==> src/rtl/dm_req_if.sv <==
// Request/response handshake between the MEM stage and the
// data-memory access controller.
interface dm_req_if;
  logic        req_valid;
  logic        req_ready;
  logic        req_we;
  logic [1:0]  req_size;
  logic        req_unsigned;
  logic [31:0] req_addr;
  logic [31:0] req_wdata;
  logic        resp_valid;
  logic        resp_err;
  logic [31:0] resp_rdata;

  modport master (
    output req_valid,
    input  req_ready,
    output req_we,
    output req_size,
    output req_unsigned,
    output req_addr,
    output req_wdata,
    input  resp_valid,
    input  resp_err,
    input  resp_rdata
  );

  modport slave (
    input  req_valid,
    output req_ready,
    input  req_we,
    input  req_size,
    input  req_unsigned,
    input  req_addr,
    input  req_wdata,
    output resp_valid,
    output resp_err,
    output resp_rdata
  );
endinterface

==> src/rtl/dm_access_ctrl.sv <==
// Data-memory access controller: byte/half/word loads and stores,
// read-modify-write for sub-word stores, misalignment trap.
module dm_access_ctrl #(
  parameter int AW = 10
) (
  input  logic          clk,
  input  logic          rst_n,
  dm_req_if.slave       bus,
  output logic [AW-1:0] dm_addr,
  output logic [31:0]   dm_din,
  output logic          dm_we,
  output logic          dm_re,
  input  logic [31:0]   dm_dout
);

  typedef enum logic [2:0] {
    IDLE,
    LD_WAIT,
    LD_CAP,
    RMW_WAIT,
    RMW_MERGE,
    ST_ACK,
    ERR
  } state_t;

  state_t state, state_d;

  logic [1:0]    size_q, size_d;
  logic [1:0]    off_q, off_d;
  logic          uns_q, uns_d;
  logic [15:0]   wdata_q, wdata_d;
  logic [AW-1:0] addr_d;
  logic [31:0]   din_d;
  logic          we_d, re_d;
  logic          rv_d, err_d;
  logic [31:0]   rd_d;
  logic [31:0]   ext;
  logic [31:0]   merged;
  logic [7:0]    lane_b;
  logic [15:0]   lane_h;
  logic          misal;
  logic          is_ld;
  logic          is_wst;
  logic          is_sst;
  logic          unused_addr;

  assign unused_addr = ^bus.req_addr[31:AW+2];
  assign bus.req_ready = (state == IDLE);

  assign misal =
    (bus.req_size == 2'b01 && bus.req_addr[0]) ||
    (bus.req_size[1] && bus.req_addr[1:0] != 2'b00);
  assign is_ld  = !misal && !bus.req_we;
  assign is_wst = !misal && bus.req_we && bus.req_size[1];
  assign is_sst = !misal && bus.req_we && !bus.req_size[1];

  // Lane extraction for loads and lane merge for sub-word stores
  always_comb begin
    lane_b = dm_dout[{off_q, 3'b000} +: 8];
    lane_h = off_q[1] ? dm_dout[31:16] : dm_dout[15:0];
    ext    = dm_dout;
    merged = dm_dout;
    unique case (1'b1)
      size_q == 2'b00: begin
        ext = {{24{~uns_q & lane_b[7]}}, lane_b};
        merged[{off_q, 3'b000} +: 8] = wdata_q[7:0];
      end
      size_q == 2'b01: begin
        ext = {{16{~uns_q & lane_h[15]}}, lane_h};
        merged[{off_q[1], 4'b0000} +: 16] = wdata_q;
      end
      size_q[1]: begin
        ext = dm_dout;
      end
    endcase
  end

  // Next-state and next registered-output logic
  always_comb begin
    state_d = state;
    addr_d  = dm_addr;
    din_d   = dm_din;
    we_d    = 1'b0;
    re_d    = 1'b0;
    rv_d    = 1'b0;
    err_d   = 1'b0;
    rd_d    = bus.resp_rdata;
    size_d  = size_q;
    off_d   = off_q;
    uns_d   = uns_q;
    wdata_d = wdata_q;
    unique case (state)
      IDLE: begin
        if (bus.req_valid) begin
          unique case (1'b1)
            misal: state_d = ERR;
            is_ld: begin
              addr_d  = bus.req_addr[AW+1:2];
              size_d  = bus.req_size;
              off_d   = bus.req_addr[1:0];
              uns_d   = bus.req_unsigned;
              re_d    = 1'b1;
              state_d = LD_WAIT;
            end
            is_wst: begin
              addr_d  = bus.req_addr[AW+1:2];
              din_d   = bus.req_wdata;
              we_d    = 1'b1;
              state_d = ST_ACK;
            end
            is_sst: begin
              addr_d  = bus.req_addr[AW+1:2];
              size_d  = bus.req_size;
              off_d   = bus.req_addr[1:0];
              wdata_d = bus.req_wdata[15:0];
              re_d    = 1'b1;
              state_d = RMW_WAIT;
            end
          endcase
        end
      end
      LD_WAIT:   state_d = LD_CAP;
      LD_CAP: begin
        rd_d    = ext;
        rv_d    = 1'b1;
        state_d = IDLE;
      end
      RMW_WAIT:  state_d = RMW_MERGE;
      RMW_MERGE: begin
        din_d   = merged;
        we_d    = 1'b1;
        state_d = ST_ACK;
      end
      ST_ACK: begin
        rv_d    = 1'b1;
        rd_d    = '0;
        state_d = IDLE;
      end
      ERR: begin
        rv_d    = 1'b1;
        err_d   = 1'b1;
        rd_d    = '0;
        state_d = IDLE;
      end
      default: state_d = IDLE;
    endcase
  end

  // State register
  always_ff @(posedge clk or negedge rst_n) begin
    if (!rst_n) state <= IDLE;
    else        state <= state_d;
  end

  // Registered memory strobes, response and latched request fields
  always_ff @(posedge clk or negedge rst_n) begin
    if (!rst_n) begin
      dm_addr        <= '0;
      dm_din         <= '0;
      dm_we          <= 1'b0;
      dm_re          <= 1'b0;
      bus.resp_valid <= 1'b0;
      bus.resp_err   <= 1'b0;
      bus.resp_rdata <= '0;
      size_q         <= '0;
      off_q          <= '0;
      uns_q          <= 1'b0;
      wdata_q        <= '0;
    end else begin
      dm_addr        <= addr_d;
      dm_din         <= din_d;
      dm_we          <= we_d;
      dm_re          <= re_d;
      bus.resp_valid <= rv_d;
      bus.resp_err   <= err_d;
      bus.resp_rdata <= rd_d;
      size_q         <= size_d;
      off_q          <= off_d;
      uns_q          <= uns_d;
      wdata_q        <= wdata_d;
    end
  end

endmodule
==> src/flat_wrapper.sv <==
// flat-port wrapper written by rule: the top's interface ports become plain ports
module dm_access_ctrl_flat 
#(
  parameter int AW = 10
)
  (clk, rst_n, dm_addr, dm_din, dm_we, dm_re, dm_dout, bus_req_valid, bus_req_ready, bus_req_we, bus_req_size, bus_req_unsigned, bus_req_addr, bus_req_wdata, bus_resp_valid, bus_resp_err, bus_resp_rdata);
  dm_req_if bus_i ();
  input  logic clk;
  input  logic rst_n;
  output logic [AW-1:0] dm_addr;
  output logic [31:0] dm_din;
  output logic dm_we;
  output logic dm_re;
  input  logic [31:0] dm_dout;
  input wire logic [$bits(bus_i.req_valid)-1:0] bus_req_valid;
  output wire logic [$bits(bus_i.req_ready)-1:0] bus_req_ready;
  input wire logic [$bits(bus_i.req_we)-1:0] bus_req_we;
  input wire logic [$bits(bus_i.req_size)-1:0] bus_req_size;
  input wire logic [$bits(bus_i.req_unsigned)-1:0] bus_req_unsigned;
  input wire logic [$bits(bus_i.req_addr)-1:0] bus_req_addr;
  input wire logic [$bits(bus_i.req_wdata)-1:0] bus_req_wdata;
  output wire logic [$bits(bus_i.resp_valid)-1:0] bus_resp_valid;
  output wire logic [$bits(bus_i.resp_err)-1:0] bus_resp_err;
  output wire logic [$bits(bus_i.resp_rdata)-1:0] bus_resp_rdata;
  assign bus_i.req_valid = bus_req_valid;
  assign bus_req_ready = bus_i.req_ready;
  assign bus_i.req_we = bus_req_we;
  assign bus_i.req_size = bus_req_size;
  assign bus_i.req_unsigned = bus_req_unsigned;
  assign bus_i.req_addr = bus_req_addr;
  assign bus_i.req_wdata = bus_req_wdata;
  assign bus_resp_valid = bus_i.resp_valid;
  assign bus_resp_err = bus_i.resp_err;
  assign bus_resp_rdata = bus_i.resp_rdata;
  dm_access_ctrl #(.AW(AW)) u_core (.clk(clk), .rst_n(rst_n), .bus(bus_i), .dm_addr(dm_addr), .dm_din(dm_din), .dm_we(dm_we), .dm_re(dm_re), .dm_dout(dm_dout));
endmodule
==> config.mk <==
export PLATFORM = sky130hd
export DESIGN_NAME = dm_access_ctrl_flat
export DESIGN_NICKNAME = d
export VERILOG_FILES = /design/src/rtl/dm_req_if.sv /design/src/rtl/dm_access_ctrl.sv /design/src/flat_wrapper.sv
export SDC_FILE = /design/constraint.sdc
export NUM_CORES = 1
export LEC_CHECK = 0
export CAP_MARGIN = 30
export CORE_MARGIN = 3
export CORE_UTILIZATION = 35
export DETAILED_ROUTE_END_ITERATION = 10
export GPL_ROUTABILITY_DRIVEN = 0
export HOLD_SLACK_MARGIN = 0.1
export PLACE_DENSITY_LB_ADDON = 0.15
export SKIP_CTS_REPAIR_TIMING = 1
export SYNTH_ARGS = -nofsm -noshare
export SYNTH_HDL_FRONTEND = slang
export SYNTH_SLANG_ARGS = --single-unit
==> constraint.sdc <==
create_clock -name clk -period 3.2 [get_ports clk]
set_clock_uncertainty 0.2 [all_clocks]
set_input_delay 0.64 -clock clk [delete_from_list [all_inputs] [get_ports clk]]
set_output_delay 0.64 -clock clk [all_outputs]
set_load 0.05 [all_outputs]
# Word level (Yosys, flattened, before mapping)
# Index checks and enable logic that the tools add are counted.
# W data, S select, Z words.
dict set report word_totals {
  inputBits 103
  out_inout_bits 79
  elab_cells 76
  ff_bits 102
}
dict set report classes {
  reduce_logical 24
  addsub 2
  mux 20
  shifts 5
  bitwise 3
  eq_ne 10
}
# cell count
set ops {}
lappend ops {{$pmux W32 S2} 3}
lappend ops {{$pmux W32 S3} 1}
lappend ops {{$bwmux W32} 2}
lappend ops {{$mux W32} 2}
lappend ops {{$shift A16 B7 Y32 const A} 1}
lappend ops {{$shift A8 B7 Y32 const A} 1}
lappend ops {{$shiftx A16 B7 Y32} 1}
lappend ops {{$shiftx A32 B6 Y8} 1}
lappend ops {{$shiftx A8 B7 Y32} 1}
lappend ops {{$pmux W3 S4} 2}
lappend ops {{$mux W16} 1}
lappend ops {{$reduce_and A3 Y1} 5}
lappend ops {{$neg A5 Y7} 2}
lappend ops {{$eq A3 B3 Y1 const B} 3}
lappend ops {{$mux W1} 7}
lappend ops {{$eq A3 B2 Y1 const B} 2}
lappend ops {{$logic_and A1 B1 Y1} 6}
lappend ops {{$reduce_bool A2 Y1} 3}
lappend ops {{$reduce_or A3 Y1} 2}
lappend ops {{$eq A2 B1 Y1 const B} 2}
lappend ops {{$reduce_or A2 Y1} 2}
lappend ops {{$eq A3 B1 Y1 const B} 1}
lappend ops {{$logic_not A1 Y1} 3}
lappend ops {{$logic_not A3 Y1} 1}
lappend ops {{other kinds (8)} 9}

# Longest topological paths before layout
# Gate-level depths: netlist (run 1).
dict set report logic_depth {
  word_depth 10
  depth_mapped 10
  mapped_depth_nobuf 6
}

# Least setup slack after synthesis (run 1)
# No wires, ideal clock.
dict set report synth_timing {
  kind {flip-flop to flip-flop}
  from {register u_core.off_q[1]}
  to {register u_core.dm_din[16]}
  arrival_time_ns 2.277
  synth_period_minus_slack_ns 2.611
  n_path_buf 4
  stages_incl_launch_ff 11
  path_slack_ns 0.589
  setup_ns 0.135
  t_required_ns 2.865
  path_cell_list {dfrtp_1 > buf_2 > buf_2 > buf_2 > inv_1 > ha_1 > and3b_1 > clkbuf_1 > and3_1 > a2111oi_0 > o31ai_1}
}
dict set report synth_between {
  elab_chain_len 5
  word_cells_on_any_way 10
  classes_between {add/sub: 2; shift: 4; mux: 4}
}
# element line
set synth_lines {}
lappend synth_lines {{start: declaration} dm_access_ctrl.sv:29} ;# logic [1:0] off_q, off_d;
lappend synth_lines {{start signal: assignment} dm_access_ctrl.sv:166} ;# off_q <= '0;
lappend synth_lines {{start signal: assignment} dm_access_ctrl.sv:178} ;# off_q <= off_d;
lappend synth_lines {{$neg A5 Y7, on equally long branches} {dm_access_ctrl.sv:70, dm_access_ctrl.sv:66}}
lappend synth_lines {{$shiftx A16 B7 Y32 (tied with other cells)} dm_access_ctrl.sv:70} ;# merged[{off_q[1], 4'b0000} +: 16] = wdata_q;
lappend synth_lines {{$bwmux W32, on equally long branches} {dm_access_ctrl.sv:70, dm_access_ctrl.sv:66}}
lappend synth_lines {{$pmux W32 S2 *} dm_access_ctrl.sv:63} ;# unique case (1'b1)
lappend synth_lines {{$pmux W32 S2 *} dm_access_ctrl.sv:92} ;# unique case (state)
lappend synth_lines {{end signal: assignment} dm_access_ctrl.sv:171} ;# dm_din <= din_d;
lappend synth_lines {{end: declaration} dm_access_ctrl.sv:10} ;# output logic [31:0] dm_din,
# Mark *: on every way between the ends. The rest lies on a longest branch, timed or not.
# A chain may end at the register's enable or synchronous reset.

# Worst setup path after layout (run 1)
dict set report layout_timing {
  from {register u_core.state[1]}
  to {output port bus_req_ready}
}
dict set report layout_between {
  elab_chain_len 1
}
# element line
set layout_lines {}
lappend layout_lines {{start: declaration} dm_access_ctrl.sv:26} ;# state_t state, state_d;
lappend layout_lines {{start signal: assignment} dm_access_ctrl.sv:152} ;# else state <= state_d;
lappend layout_lines {{$logic_not A3 Y1} dm_access_ctrl.sv:48} ;# assign bus.req_ready = (state == IDLE);
lappend layout_lines {{end: declaration} flat_wrapper.sv:16} ;# output wire logic [$bits(bus_i.req_ready)-1:0] bus_req_ready;
# Every way passes these cells.

==> impl_metrics.ini, run 1 <==
[worst_setup_path]
worst-path-buf-inv = 1
cp_data_required_time_ns = 2.36
slowest_delay_ns = 0.81
slowest_stage = clkdlybuf4s50_1
critical_path.top_delay_family = buffers and inverters
endpoint_kind = primary output
start_kind = flip-flop
cp-startpoint = u_core.state[1]
cp_cell_sequence = or2_2 -> nor2_1 -> clkdlybuf4s50_1
crit_type = reg -> out
cp_max_fo = 10
worstPathArrival_ns = 2.15
reg2reg_from = u_core.off_q[1]

[timing]
slew_violations = 0
setup_viol = 0
worst_pin_slew_ns = 0.847
hold_viol_final = 0
fin_crit_sh_pct = 93.4
rsz0062_at_grt = false
slew_headroom_pct = 43.5
final.setup.tns_ns = 0
fin_crit_ns = 2.99
clock.fmax_mhz = 335

[routing]
wl_met2_um = 9350
via_per_inst = 5.62
wl_met1_um = 9080
postRouteWirelength_um = 20300
drc = 0
wl_met3_um = 1370
firstDrtPassIters = 5
top_layer = met4
drt.antenna.violating_nets = 0
wire_per_inst_um = 20.7
dr.first_iter.drc_count = 437
vias = 5510

[power_and_ir_drop]
switching_share_pct = 50.8
p_sw_mw = 4.78
p_seq_share_pct = 25.5
peakVddDrop_mv = 0.685
clkPwrFrac_pct = 12.8
power.leakage_nw = 3.36
internal_power_mw = 4.64
combPwrFrac_pct = 61.7
p_per_area_nw_per_um2 = 1160

[synthesis]
syn_area_um2 = 5930
synth_compound_area_share_pct = 25.7
synthFlopType = dfrtp_1
synth.avg_cell_area_um2 = 9.68
synth_edf_count = 0
ys_ff_latch = 102
synth_top_family_by_area = compound AO/OA/AOI/OAI gates
synth_top_area_share_pct = 43.0
synth-adder-area-share_pct = 1.05
synth_warnings = 0
synth-simple-area-share_pct = 16.7
syn_inst = 613
yosysUniqueCellTypes = 68
synthArstFlopShare_pct = 100
synth_top_cell_by_area = dfrtp_1
syn_nets = 721
synthXorXnorAreaFrac_pct = 0
yosys-top-cells-area = dfrtp_1, nand2_1, mux2_1, buf_2, o21ai_0
synthMuxAreaShare_pct = 8.12
yosysSeqAreaShare_pct = 43.0

[floorplanning]
dieArea_um2 = 18600
die_w_um = 136
num_io_pins = 182
core_area_um2 = 16200
die_y_um = 136
std_cell_rows = 46
initial_core_util_pct = 36.6

[global_routing]
antenna_found_initial = 0
grt_max_degree = 44
grt_pass1_vias = 5440
grt-ovfl-total = 0
grt_pass1_wl_um = 31400
grt_usage_pct = 21.9

[layout]
area_delta_synth_final_pct = 36.9
final_util_pct = 50.0
layout-drive-gt1-share_pct = 10.6
layout_commonest_cell = clkdlybuf4s50_1
final_cell_area_um2 = 8120
final_nets = 868
final_cell_mix = clkdlybuf4s50_1, dfrtp_1, nand2_1, nor2_1, o21ai_0
antenna_cells = 0
fillerInstances = 1504

[placed_design]
dp_hpwl_um = 15200
dpl_cell_area_um2 = 7790
port_buffers = 161

[clocking]
clk_pin_slew_worst_paths_ns = 0.07
cts_tree = done
cts_sinks = 102
clockRootBuffer = clkbuf_16
cts_buffers = 9
htreeDepth = 3
clockBufferDepth = 2
clkLatencyLatePin_ns = 0.36

[status]
outcome = completed

[job]
drv_cap = 0

[worst_hold_path]
hold_class = reg -> reg
min_from = u_core.dm_din[30]
[stage by stage]
step	total power [mW]	instances	hold WS, ns	setup slack (ns)
2_1_floorplan	6.33	613	0.144	0.589
5_1_grt	9.94	981	0.302	0.136
4_1_cts	9.43	980	0.0175	0.185
6_report	9.42	981	0.282	0.212
3_5_place_dp	8.21	964	0.272	0.282
3_3_place_gp	8.10	964	0.260	0.318
[routing by layer]
layer	track usage, %	up-vias
li1	-	2577
met1	31.4	2656
met2	33.5	249
met3	3.37	28
met4	7.67	0
met5	0	-
[worst min-delay path, stage by stage (launching register included)]
cell and delay, ns:
dfrtp_1 0.35, nand2_1 0.05, o31ai_1 0.05
[power by group through the flow]
| stage | Combinational [mW] | Clock, mW | Sequential, mW |
|---|---|---|---|
| finish | 5.81 | 1.20 | 2.41 |
| detailed placement | 5.79 | 0 | 2.42 |
| global route | 6.19 | 1.27 | 2.49 |
| floorplan | 2.65 | 0 | 3.68 |
| global placement | 5.70 | 0 | 2.40 |
| CTS | 5.81 | 1.22 | 2.40 |
[logic make-up after synthesis]
kind of cell / count (synthesis)
compound gates: 204
simple gates: 189
flops: 102
buf+inv: 70
mux: 43
fa+ha+maj: 5
[registers in the layout, summed over array words and instances, names as in the netlist, 2 cells and up]
register,count
u_core.off_q,2
u_core.wdata_q,16
u_core.size_q,2
u_core.dm_din,32
u_core.dm_addr,10
u_core.state,3
u_core.bus.resp_rdata,32
[cell type report]
cell class,count,area (um^2),area share (%)
inverters,19,71.3,0.878
repair buffers,187,1830,22.6
clock buffers,10,229,2.82
flip-flops and latches,102,2550,31.4
clock inverters,6,92.6,1.14
well taps,216,270,3.33
multi-input cells,441,3070,37.8
[synth_stat cells, types with 3 or more instances]
| cell type | n |
|---|---|
| o32ai_1 | 11 |
| nor3_1 | 7 |
| mux2_1 | 23 |
| mux2i_1 | 11 |
| and3_1 | 14 |
| a221oi_1 | 10 |
| nor2_1 | 34 |
| nand2_1 | 76 |
| o22ai_1 | 8 |
| clkbuf_1 | 13 |
| buf_4 | 3 |
| o211ai_1 | 7 |
| a22o_1 | 10 |
| a21oi_1 | 25 |
| a22oi_1 | 7 |
| a2bb2oi_1 | 3 |
| nand2b_1 | 7 |
| o31ai_2 | 7 |
| o21a_1 | 6 |
| a32oi_1 | 6 |
| a21boi_0 | 3 |
| dfrtp_1 | 102 |
| a31oi_1 | 6 |
| or3b_1 | 4 |
| o31ai_1 | 11 |
| a221o_1 | 5 |
| o221ai_1 | 3 |
| mux2_2 | 8 |
| nand3_1 | 9 |
| o22a_1 | 3 |
| buf_2 | 34 |
| ha_1 | 5 |
| a2111oi_0 | 3 |
| a2111oi_2 | 8 |
| a21o_1 | 4 |
| nor4b_1 | 4 |
| inv_1 | 18 |
| o21ai_1 | 18 |
| o21ai_0 | 29 |
| nor2b_1 | 11 |
[path summary, 6_finish.rpt]
kind | to | slack, ns | depth (start not counted)
setup reg to reg | u_core.dm_din[16] | 0.22 | 7
setup / recovery | bus_req_ready | 0.21 | 3
hold reg to reg | u_core.dm_din[30] | 0.28 | 2
min in group asynchronous | u_core.dm_din[18] | 0.57 | 2
hold / removal | u_core.dm_din[30] | 0.28 | 2
max in group asynchronous | u_core.bus.resp_rdata[29] | 1.49 | 3
No activity file was read; power rests on OpenSTA's default activity.
==> run 2: changes to the inputs <==
==> constraint.sdc (replaced) <==
create_clock -name clk -period 3.2 [get_ports clk]
set_clock_uncertainty 0.2 [all_clocks]
set_input_delay 0.96 -clock clk [delete_from_list [all_inputs] [get_ports clk]]
set_output_delay 0.96 -clock clk [all_outputs]
set_load 0.05 [all_outputs]
==> run 2 against run 1 <==
Against the previous run:
- sequential power is essentially flat
- global-route usage is essentially flat
- largest power group unchanged
- sequential cell count is the same
- fmax shrank 2.4%
- combinational power grew 0.9%
- critical endpoint is now u_core.dm_din[16]
- first-iteration DRC count shrank 2.7%
==> impl_metrics.ini, run 2 (synthesized netlist as in run 1, its figures left out) <==
[status]
outcome = completed

[floorplanning]
initial_core_util_pct = 36.6
die_w_um = 136
std_cell_rows = 46
dieArea_um2 = 18600
num_io_pins = 182
die_y_um = 136
core_area_um2 = 16200

[timing]
slew_violations = 0
clock.fmax_mhz = 327
fin_crit_ns = 3.06
worst_pin_slew_ns = 1.04
setup_viol = 0
hold_ws_ns = 0.282
final.setup.tns_ns = 0
fin_crit_sh_pct = 95.6
hold_viol_final = 0
slew_headroom_pct = 29.2
rsz0062_at_grt = false

[layout]
layout_commonest_cell = clkdlybuf4s50_1
multi_input_area_um2 = 3070
final_nets = 880
area_delta_synth_final_pct = 38.1
layout-drive-gt1-share_pct = 12.2
final_util_pct = 50.5
fillerInstances = 1506
ff_latch_area_um2 = 2550
final_cell_mix = clkdlybuf4s50_1, dfrtp_1, nand2_1, buf_4, nor2_1
antenna_cells = 0
reg_top3 = u_core.bus.resp_rdata (32), u_core.dm_din (32), u_core.wdata_q (16)

[power_and_ir_drop]
power.leakage_nw = 3.42
p_per_area_nw_per_um2 = 1140
combPwrFrac_pct = 62.6
p_sw_mw = 4.77
switching_share_pct = 50.9
p_seq_share_pct = 25.7
peakVddDrop_mv = 0.610
p_total_mw = 9.37
clkPwrFrac_pct = 11.8
internal_power_mw = 4.60

[clocking]
clockRootBuffer = clkbuf_16
htreeDepth = 3
clk_pin_slew_worst_paths_ns = 0.07
cts_buffers = 9
clkLatencyLatePin_ns = 0.36
cts_sinks = 102
clockBufferDepth = 2
cts_tree = done

[routing]
dr.first_iter.drc_count = 425
drt.antenna.violating_nets = 0
drc = 0
wire_per_inst_um = 20.4
firstDrtPassIters = 5
via_per_inst = 5.66
postRouteWirelength_um = 20300
vias = 5623

[worst_hold_path]
hold_class = reg -> reg

[global_routing]
grt_pass1_wl_um = 31300
antenna_found_initial = 0
grt-ovfl-total = 0
grt_usage_pct = 21.9
grt_max_degree = 49
grt_pass1_vias = 5467

[worst_setup_path]
worstPathArrival_ns = 3.10
crit_type = reg -> reg
endpoint_kind = flip-flop
cp_data_required_time_ns = 3.24
start_kind = flip-flop
cp_max_fo = 27

[job]
drv_cap = 0

[placed_design]
dp_hpwl_um = 15400
port_buffers = 161
-- run 2: changes by cell type in the layout (fill, tap and decap cells not counted) --
cell,change
buf_4,+13
buf_12,+1
bufinv_16,-1
clkdlybuf4s50_1,-1
clkinv_2,+1
dlygate4sd3_1,-1
-- run 2: final cells by class --
class	instances	area share (%)
multi-input combinational	441	37.5
sequential	102	31.2
timing repair buffer	199	23.5
tap	216	3.30
clock buffer	10	2.79
inverter	19	0.870
clock inverter	6	0.825
-- run 2: stage by stage --
stage                     cell area [um^2]  std cells  setup WS (ns)
after floorplan                       5930        613          0.554
after global placement                7900        977          0.171
after detailed placement              7900        977          0.133
after CTS                             8190        993          0.310
after global routing                  8190        993          0.178
final                                 8190        993          0.140
-- run 2: power by group through the flow --
stage / sequential [mW] / combinational [mW] / clock [mW]
floorplan: 3.68 / 2.65 / 0
global placement: 2.40 / 5.74 / 0
detailed placement: 2.42 / 5.83 / 0
CTS: 2.40 / 5.85 / 1.14
global route: 2.47 / 6.24 / 1.19
finish: 2.40 / 5.86 / 1.11
-- run 2: worst paths after layout --
path	slack (ns)	start	cells past startpoint	endpoint
max	0.14	u_core.size_q[1]	6	u_core.dm_din[16]
min	0.28	u_core.dm_din[22]	2	u_core.dm_din[22]
max reg2reg	0.14	u_core.size_q[1]	6	u_core.dm_din[16]
min reg2reg	0.28	u_core.dm_din[22]	2	u_core.dm_din[22]
max in group asynchronous	1.80	rst_n	2	u_core.bus.resp_rdata[5]
min in group asynchronous	0.32	rst_n	1	u_core.dm_din[18]
-- run 2: critical path: stages, from the launching register on --
cell,delay (ns)
dfrtp_1,0.54
buf_4,0.38
nand2b_1,0.43
o32ai_1,0.16
a2111oi_0,0.92
buf_4,0.24
o31ai_1,0.07
-- run 2: layer usage --
metal | GRT usage [%] | wire (um)
met3 | 3.81 | 1500
met2 | 33.4 | 9170
met4 | 10.5 | 816
met5 | 0 | 0
met1 | 30.1 | 8770
